$ cat config.mk
export PLATFORM = sky130hd
export DESIGN_NAME = booth_radix4_sequencer
export DESIGN_NICKNAME = d
export VERILOG_FILES = /design/src/rtl/booth_radix4_sequencer.sv
export SDC_FILE = /design/constraint.sdc
export NUM_CORES = 1
export LEC_CHECK = 0
export ABC_AREA = 1
export CAP_MARGIN = 20
export CORE_MARGIN = 4
export CORE_UTILIZATION = 45
export DETAILED_ROUTE_END_ITERATION = 8
export DONT_BUFFER_PORTS = 1
export PLACE_DENSITY = 0.58
export SLEW_MARGIN = 25
export SYNTH_ARGS = -nofsm -noshare
export SYNTH_HDL_FRONTEND = slang
export SYNTH_SLANG_ARGS = --single-unit
$ cat constraint.sdc
create_clock -name clk -period 3.65 [get_ports clk]
set_input_delay 0.73 -clock clk [delete_from_list [all_inputs] [get_ports clk]]
set_output_delay 0.73 -clock clk [all_outputs]
set_load 0.02 [all_outputs]
$ cat src/rtl/booth_radix4_sequencer.sv
// Sequential radix-4 Booth multiplier: recodes the multiplier, feeds one partial product per cycle
// to an external 16-bit adder, and accumulates the returned sum into a signed 16-bit product.
module booth_radix4_sequencer #(
    parameter int WIDTH = 8
) (
    input  logic                 clk,
    input  logic                 rst_n,
    input  logic                 in_valid,
    output logic                 in_ready,
    input  logic [WIDTH-1:0]     mcand,
    input  logic [WIDTH-1:0]     mplier,
    output logic [2*WIDTH-1:0]   add_a,
    output logic [2*WIDTH-1:0]   add_b,
    output logic                 add_cin,
    input  logic [2*WIDTH-1:0]   add_sum,
    input  logic                 add_cout,
    output logic                 busy,
    output logic                 out_valid,
    input  logic                 out_ready,
    output logic [2*WIDTH-1:0]   product
);

    localparam int STEPS = WIDTH / 2;
    localparam int PW    = 2 * WIDTH;
    localparam int CW    = $clog2(STEPS);

    typedef enum logic [1:0] {
        S_IDLE = 2'd0,
        S_RUN  = 2'd1,
        S_DONE = 2'd2
    } state_t;

    state_t          r_state;
    logic [PW-1:0]   r_m;
    logic [WIDTH:0]  r_q;
    logic [CW-1:0]   r_cnt;
    logic [PW-1:0]   r_acc;
    logic [PW-1:0]   r_add_a;
    logic [PW-1:0]   r_add_b;
    logic            r_add_cin;
    logic            r_in_ready;
    logic            r_busy;
    logic            r_out_valid;
    logic [PW-1:0]   r_product;

    logic [PW-1:0]   w_m_in;
    logic [WIDTH:0]  w_q_in;
    logic [CW-1:0]   w_cnt_nxt;
    logic [PW:0]     w_pp_first;
    logic [PW:0]     w_pp_next;
    logic            w_unused_cout;

    // Booth digit selection; returns {carry_in, adder operand b}, negation done as ~mag + 1.
    function automatic logic [PW:0] booth_pp(input logic [2:0] trip,
                                             input logic [PW-1:0] m,
                                             input logic [CW-1:0] idx);
        logic [PW-1:0] mag;
        logic          neg;
        case (trip)
            3'b001, 3'b010: begin mag = m;                neg = 1'b0; end
            3'b011:         begin mag = m << 1;           neg = 1'b0; end
            3'b100:         begin mag = m << 1;           neg = 1'b1; end
            3'b101, 3'b110: begin mag = m;                neg = 1'b1; end
            default:        begin mag = {PW{1'b0}};       neg = 1'b0; end
        endcase
        mag = mag << {idx, 1'b0};
        return neg ? {1'b1, ~mag} : {1'b0, mag};
    endfunction

    assign w_unused_cout = add_cout;

    // Partial products for the digit about to be presented (first on accept, next during RUN).
    always_comb begin
        w_m_in     = {{WIDTH{mcand[WIDTH-1]}}, mcand};
        w_q_in     = {mplier, 1'b0};
        w_cnt_nxt  = r_cnt + {{(CW-1){1'b0}}, 1'b1};
        w_pp_first = booth_pp(w_q_in[2:0], w_m_in, {CW{1'b0}});
        w_pp_next  = booth_pp(r_q[{w_cnt_nxt, 1'b0} +: 3], r_m, w_cnt_nxt);
    end

    // Control FSM with registered datapath and handshake outputs.
    always_ff @(posedge clk or negedge rst_n) begin
        if (!rst_n) begin
            r_state     <= S_IDLE;
            r_m         <= {PW{1'b0}};
            r_q         <= {(WIDTH+1){1'b0}};
            r_cnt       <= {CW{1'b0}};
            r_acc       <= {PW{1'b0}};
            r_add_a     <= {PW{1'b0}};
            r_add_b     <= {PW{1'b0}};
            r_add_cin   <= 1'b0;
            r_in_ready  <= 1'b1;
            r_busy      <= 1'b0;
            r_out_valid <= 1'b0;
            r_product   <= {PW{1'b0}};
        end else begin
            case (r_state)
                S_IDLE: begin
                    if (in_valid && r_in_ready) begin
                        r_m        <= w_m_in;
                        r_q        <= w_q_in;
                        r_acc      <= {PW{1'b0}};
                        r_cnt      <= {CW{1'b0}};
                        r_add_a    <= {PW{1'b0}};
                        r_add_b    <= w_pp_first[PW-1:0];
                        r_add_cin  <= w_pp_first[PW];
                        r_busy     <= 1'b1;
                        r_in_ready <= 1'b0;
                        r_state    <= S_RUN;
                    end
                end
                S_RUN: begin
                    r_acc <= add_sum;
                    r_cnt <= w_cnt_nxt;
                    if (r_cnt == CW'(STEPS - 1)) begin
                        r_product   <= add_sum;
                        r_out_valid <= 1'b1;
                        r_busy      <= 1'b0;
                        r_add_a     <= {PW{1'b0}};
                        r_add_b     <= {PW{1'b0}};
                        r_add_cin   <= 1'b0;
                        r_state     <= S_DONE;
                    end else begin
                        r_add_a   <= add_sum;
                        r_add_b   <= w_pp_next[PW-1:0];
                        r_add_cin <= w_pp_next[PW];
                    end
                end
                S_DONE: begin
                    if (out_ready) begin
                        r_out_valid <= 1'b0;
                        r_in_ready  <= 1'b1;
                        r_state     <= S_IDLE;
                    end
                end
                default: begin
                    r_state     <= S_IDLE;
                    r_in_ready  <= 1'b1;
                    r_busy      <= 1'b0;
                    r_out_valid <= 1'b0;
                    r_add_a     <= {PW{1'b0}};
                    r_add_b     <= {PW{1'b0}};
                    r_add_cin   <= 1'b0;
                end
            endcase
        end
    end

    assign in_ready  = r_in_ready;
    assign busy      = r_busy;
    assign out_valid = r_out_valid;
    assign product   = r_product;
    assign add_a     = r_add_a;
    assign add_b     = r_add_b;
    assign add_cin   = r_add_cin;

endmodule

# == Word level (Yosys, flattened, before mapping) ==
# Cells that the tools add are included.
# totals
reg_bits,72
latchBits,0
mem_bits_rw,0
romBits,0
inputBits,37
n_memories,0
# classes
n_addsub,1
n_mul,0
div,0
magnitude_cmp,0
eq_ne,15
shifts,2
muxes,30
bitwise_logic,5
n_reduce_logical,16
# op_table
operator,count
16-bit case mux with 3 select lines,2
16-bit 2-to-1 mux,4
16-bit case mux with 2 select lines,2
17-bit 2-to-1 mux,2
16-bit inverter,2
16-bit by 3-bit << shifter with 16-bit output,1
1-bit case mux with 3 select lines,4
3-bit AND reduction,4
1-bit 2-to-1 mux,10
3-bit equality test (second input constant),3
9-bit by 4-bit indexed part select with 3-bit output,1
2-bit equality test (second input constant),4
2-bit 2-to-1 mux,4
2-bit AND reduction,4
3-bit by 2-bit equality test with 1-bit output (second input constant),2
2-bit inequality test (second input constant),3
2-bit case mux with 3 select lines,1
2-bit OR reduction,3
2-bit by 1-bit equality test with 1-bit output (second input constant),2
2-bit case mux with 2 select lines,1
4-bit OR reduction,1
3-bit by 1-bit equality test with 1-bit output (second input constant),1
1-bit inverter,3
3-bit OR reduction,1
4 further kinds,4

# == Logic depth before layout (Yosys ltp) ==
# logic_depth
depth_word,10
mapped_depth,19

# == Worst setup path before layout ==
# OpenSTA, ideal clock, no wires.
# synth_path
path_kind,register -> register
start,register r_cnt[0]
end,register r_add_b[13] (netlist: add_b[13])
t_arrival_ns,2.732
path_slack_ns,0.801
path_stages_with_launch,18
synth_period_minus_slack_ns,2.849
path_cell_list,dfrtp_1 -> ha_1 -> inv_2 -> clkbuf_1 -> a21oi_1 -> a32oi_1 -> inv_1 -> ha_1 -> buf_1 -> nand2_1 -> nand3_2 -> nand2_1 -> nand2_1 -> nand2_1 -> nand2_1 -> nand3_1 -> nand2_1 -> nand2_1
# synth_between
elab_chain_len,10
word_cells_on_any_way,19
# synth_rtl
item,line_no,text
start: declaration,36,logic [CW-1:0] r_cnt;
start signal: assignment,87,r_cnt <= {CW{1'b0}};
start signal: assignment,103,r_cnt <= {CW{1'b0}};
start signal: assignment,114,r_cnt <= w_cnt_nxt;
2-bit by 1-bit adder with 2-bit output,76,"w_cnt_nxt = r_cnt + {{(CW-1){1'b0}}, 1'b1};"
9-bit by 4-bit indexed part select with 3-bit output,78,"w_pp_next = booth_pp(r_q[{w_cnt_nxt, 1'b0} +: 3], r_m, w_cnt_nxt);"
"3-bit equality test, or another cell as far along",59,case (trip)
4-bit OR reduction (no line) or 2-bit OR reduction (tied branches),n/a,
16-bit case mux with 2 select lines,59,
16-bit by 3-bit << shifter with 16-bit output,66,"mag = mag << {idx, 1'b0};"
16-bit inverter,67,"return neg ? {1'b1, ~mag} : {1'b0, mag};"
17-bit 2-to-1 mux,67,
16-bit 2-to-1 mux (*),115,if (r_cnt == CW'(STEPS - 1)) begin
16-bit case mux with 3 select lines (*),97,case (r_state)
end signal: assignment,105,r_add_b <= w_pp_first[PW-1:0];
end signal: assignment,120,r_add_b <= {PW{1'b0}};
end signal: assignment,125,r_add_b <= w_pp_next[PW-1:0];
end: declaration,39,logic [PW-1:0] r_add_b;
# Mark *: on every way between the ends. The rest lies on a longest branch, timed or not.
# A chain may end at the register's enable or synchronous reset.

# == Worst setup path after layout ==
# layout_path
start,register r_cnt[0]
end,register r_add_b[12] (netlist: add_b[12])
# The elaborated chain is that of the path after synthesis.

==> results.ini <==
[drt]
firstDrtPassIters=4
drtIter0Drc=166
drt-wirelength-per-cell_um=14.8
wl_met1_mm=3.79
ant_nets=0
dr.max_layer_used=met4
drc=0
wl_mm=8.57
wl_met2_mm=4.06
met3_length_um=593
via_per_inst=5.24
vias=3032

[worst_setup_path]
start_kind=flip-flop
path_class=reg -> reg
cpPeakStageDelay_ns=0.46
crit_chain=buf_4 > inv_2 > nand2_1 > a32oi_1 > inv_1 > ha_1 > nand2_1 > nand3_2 > nand2_1 > nand2_1 > nand2_1 > nand2_1 > nand3_1 > nand2_1 > nand2_1
endpoint_kind=flip-flop
cp_common_cell=nand2_1
crit_required_ns=3.89
crit_slowest_cell=ha_1
cp_max_fo=15
crit_arrival_ns=2.96

[sta]
relSlewSlack_pct=38.1
hold_viol_final=0
tns_ns=0
finalCriticalPeriod_ns=2.72
setup_viol=0
finClkSkew_ns=0.0181
worst_pin_slew_ns=0.926
slew_viol_final=0
rsz0062_at_grt=no
fmax_mhz=368
period_share_pct=74.5

[layout]
utilization_pct=50.6
diodes=0
drive_gt1_share_pct=7.55
fin_area_um2=3930
fin_nets=514
area_growth_pct=8.53

[global_routing]
grt_pass1_wl_mm=15.0
overflow=0
grt_pass1_vias=3069
track_usage_pct=19.3
grt_max_degree=72
antenna_found_initial=0

[power]
irDropWorstVdd_mv=0.470
leakagePower_nw=2.02
p_per_area_nw_per_um2=1220

[floorplanning]
core_um2=7770
rows=32
die_area_um2=9560
fp.dieH_um=97.8
start_util_pct=46.7
die_w_um=97.8
pin_count=89

[clocking]
clkTransAtPathRegs_ns=0.09
cts_made_buffers=9
htree_levels=3
post_cts_buffers=0
cts-root-buf=clkbuf_8
cts_buffer_depth=2
insertion_delay_ns=0.35
ctsResizeCount=0
cts_tree=done
clock_sinks=71
hold_buffers=0

[synth]
synthesis.nets=521
synth_cell_types=27
yosys_warnings=0
synth_seq_cells=71
synth-seq-area-share_pct=49.1
syn-instance-count=479
synth.cell_area_um2=3620
avgSynthCellArea_um2=7.57

[placed_design]
place_area_um2=3690
gp_congestion=0.802
dp_hpwl_mm=6.26
portBuffers=0

[hold_path]
worstHoldPathType=in -> async

[flow_run]
cap_violations=0

[status]
outcome=completed

layout by cell type, fill, tap and decap left out:
cell type,instances
a211o_1,1
a21oi_1,7
a21oi_4,1
a32oi_1,1
buf_4,4
bufinv_16,3
clkbuf_1,1
clkbuf_8,9
clkinvlp_4,1
dfrtp_1,70
dfstp_2,1
ha_1,5
inv_1,40
inv_2,5
inv_6,2
nand2_1,181
nand2_2,2
nand3_1,62
nand3_2,4
nand4_1,1
nor2_1,3
nor2_2,1
nor2_4,3
nor3_1,4
o211ai_1,3
o21a_1,1
o21ai_0,53
o21ai_1,8
cell type report:
cell class | instances | area (µm²)
Sequential cell | 71 | 1780
Multi-Input combinational cell | 341 | 1590
Inverter | 45 | 169
Timing Repair Buffer | 4 | 30.0
Clock buffer | 10 | 128
Fill cell | 793 | 3830
Tap cell | 102 | 128
Clock inverter | 6 | 115
worst paths after layout:
| check | startpoint | to | slack [ns] | cells past startpoint |
|---|---|---|---|---|
| worst max-delay path | r_cnt[0]$_DFFE_PN0P_ | add_b[12]$_DFFE_PN0P_ | 0.93 | 15 |
| worst min-delay path | rst_n | r_m[2]$_DFFE_PN0P_ | 0.06 | 0 |
| worst max register to register | r_cnt[0]$_DFFE_PN0P_ | add_b[12]$_DFFE_PN0P_ | 0.93 | 15 |
| worst min register to register | r_q[8]$_DFFE_PN0P_ | r_q[8]$_DFFE_PN0P_ | 0.48 | 2 |
| max in group asynchronous | rst_n | in_ready$_DFFE_PN1P_ | 3.40 | 0 |
| min in group clk | r_q[8]$_DFFE_PN0P_ | r_q[8]$_DFFE_PN0P_ | 0.48 | 2 |
sequential cells by signal, summed over array words and instances (netlist names), 2 cells and up:
signal   cells
r_m          8
r_q          8
r_state      2
r_cnt        2
add_a       16
product     16
add_b       15
metrics by stage:
| step | setup WS [ns] | instances | hold WS [ns] | power, mW |
|---|---|---|---|---|
| after CTS | 0.924 | 579 | 0.0542 | 4.84 |
| after detailed placement | 0.926 | 563 | 0.437 | 4.05 |
| after global placement | 1.02 | 563 | 0.437 | 3.99 |
| after floorplan | 0.801 | 479 | 0.434 | 3.52 |
| after global routing | 0.608 | 579 | 0.0470 | 5.29 |
| final | 0.929 | 579 | 0.0643 | 4.78 |
cells by family after synthesis:
kind of cell    share of synthesized area, %
compound gates                          10.9
flops                                   49.1
fa+ha+maj                               1.73
buf+inv                                 7.39
simple gates                            30.9
per-layer routing:
metal  track usage [%]  up-vias
li1                  -     1524
met1              24.1     1430
met2              31.8       67
met3              6.86       11
met4              5.54        0
met5                 0        -
synth_stat cells:
library cell	count	share of area [%]
nor2_2	1	0.17
dfrtp_1	70	48
nor2_4	3	0.93
a21oi_1	7	0.97
dfstp_2	1	0.73
nand4_1	1	0.17
buf_2	4	0.55
inv_2	5	0.52
nand3_2	4	1.1
a21oi_2	1	0.24
nand2_1	181	19
nand3_1	62	8.6
o21ai_1	8	1.1
o211ai_1	3	0.62
clkbuf_1	14	1.4
nor3_1	4	0.55
nand2_2	2	0.35
ha_1	5	1.7
buf_6	1	0.31
buf_1	2	0.21
o21ai_0	53	7.3
a211o_1	1	0.24
inv_1	40	4.1
buf_4	1	0.21
nor2_1	3	0.31
a32oi_1	1	0.24
o21a_1	1	0.21
worst max-delay path, delay by kind of cell, from the launching register on:
kind / cells / cell delay [ns]
AO/OA/AOI/OAI: 1 / 0.36
flip-flops: 1 / 0.39
adder cells (fa/ha/maj): 1 / 0.46
buffers and inverters: 3 / 0.54
AND/OR/NAND/NOR: 10 / 0.87
power by group:
group / internal, mW / total [mW] / switching, mW
registers: 1.16 / 1.75 / 0.591
clock network: 0.459 / 0.779 / 0.319
logic: 0.737 / 2.25 / 1.52
(Power assumes the default switching activity.)
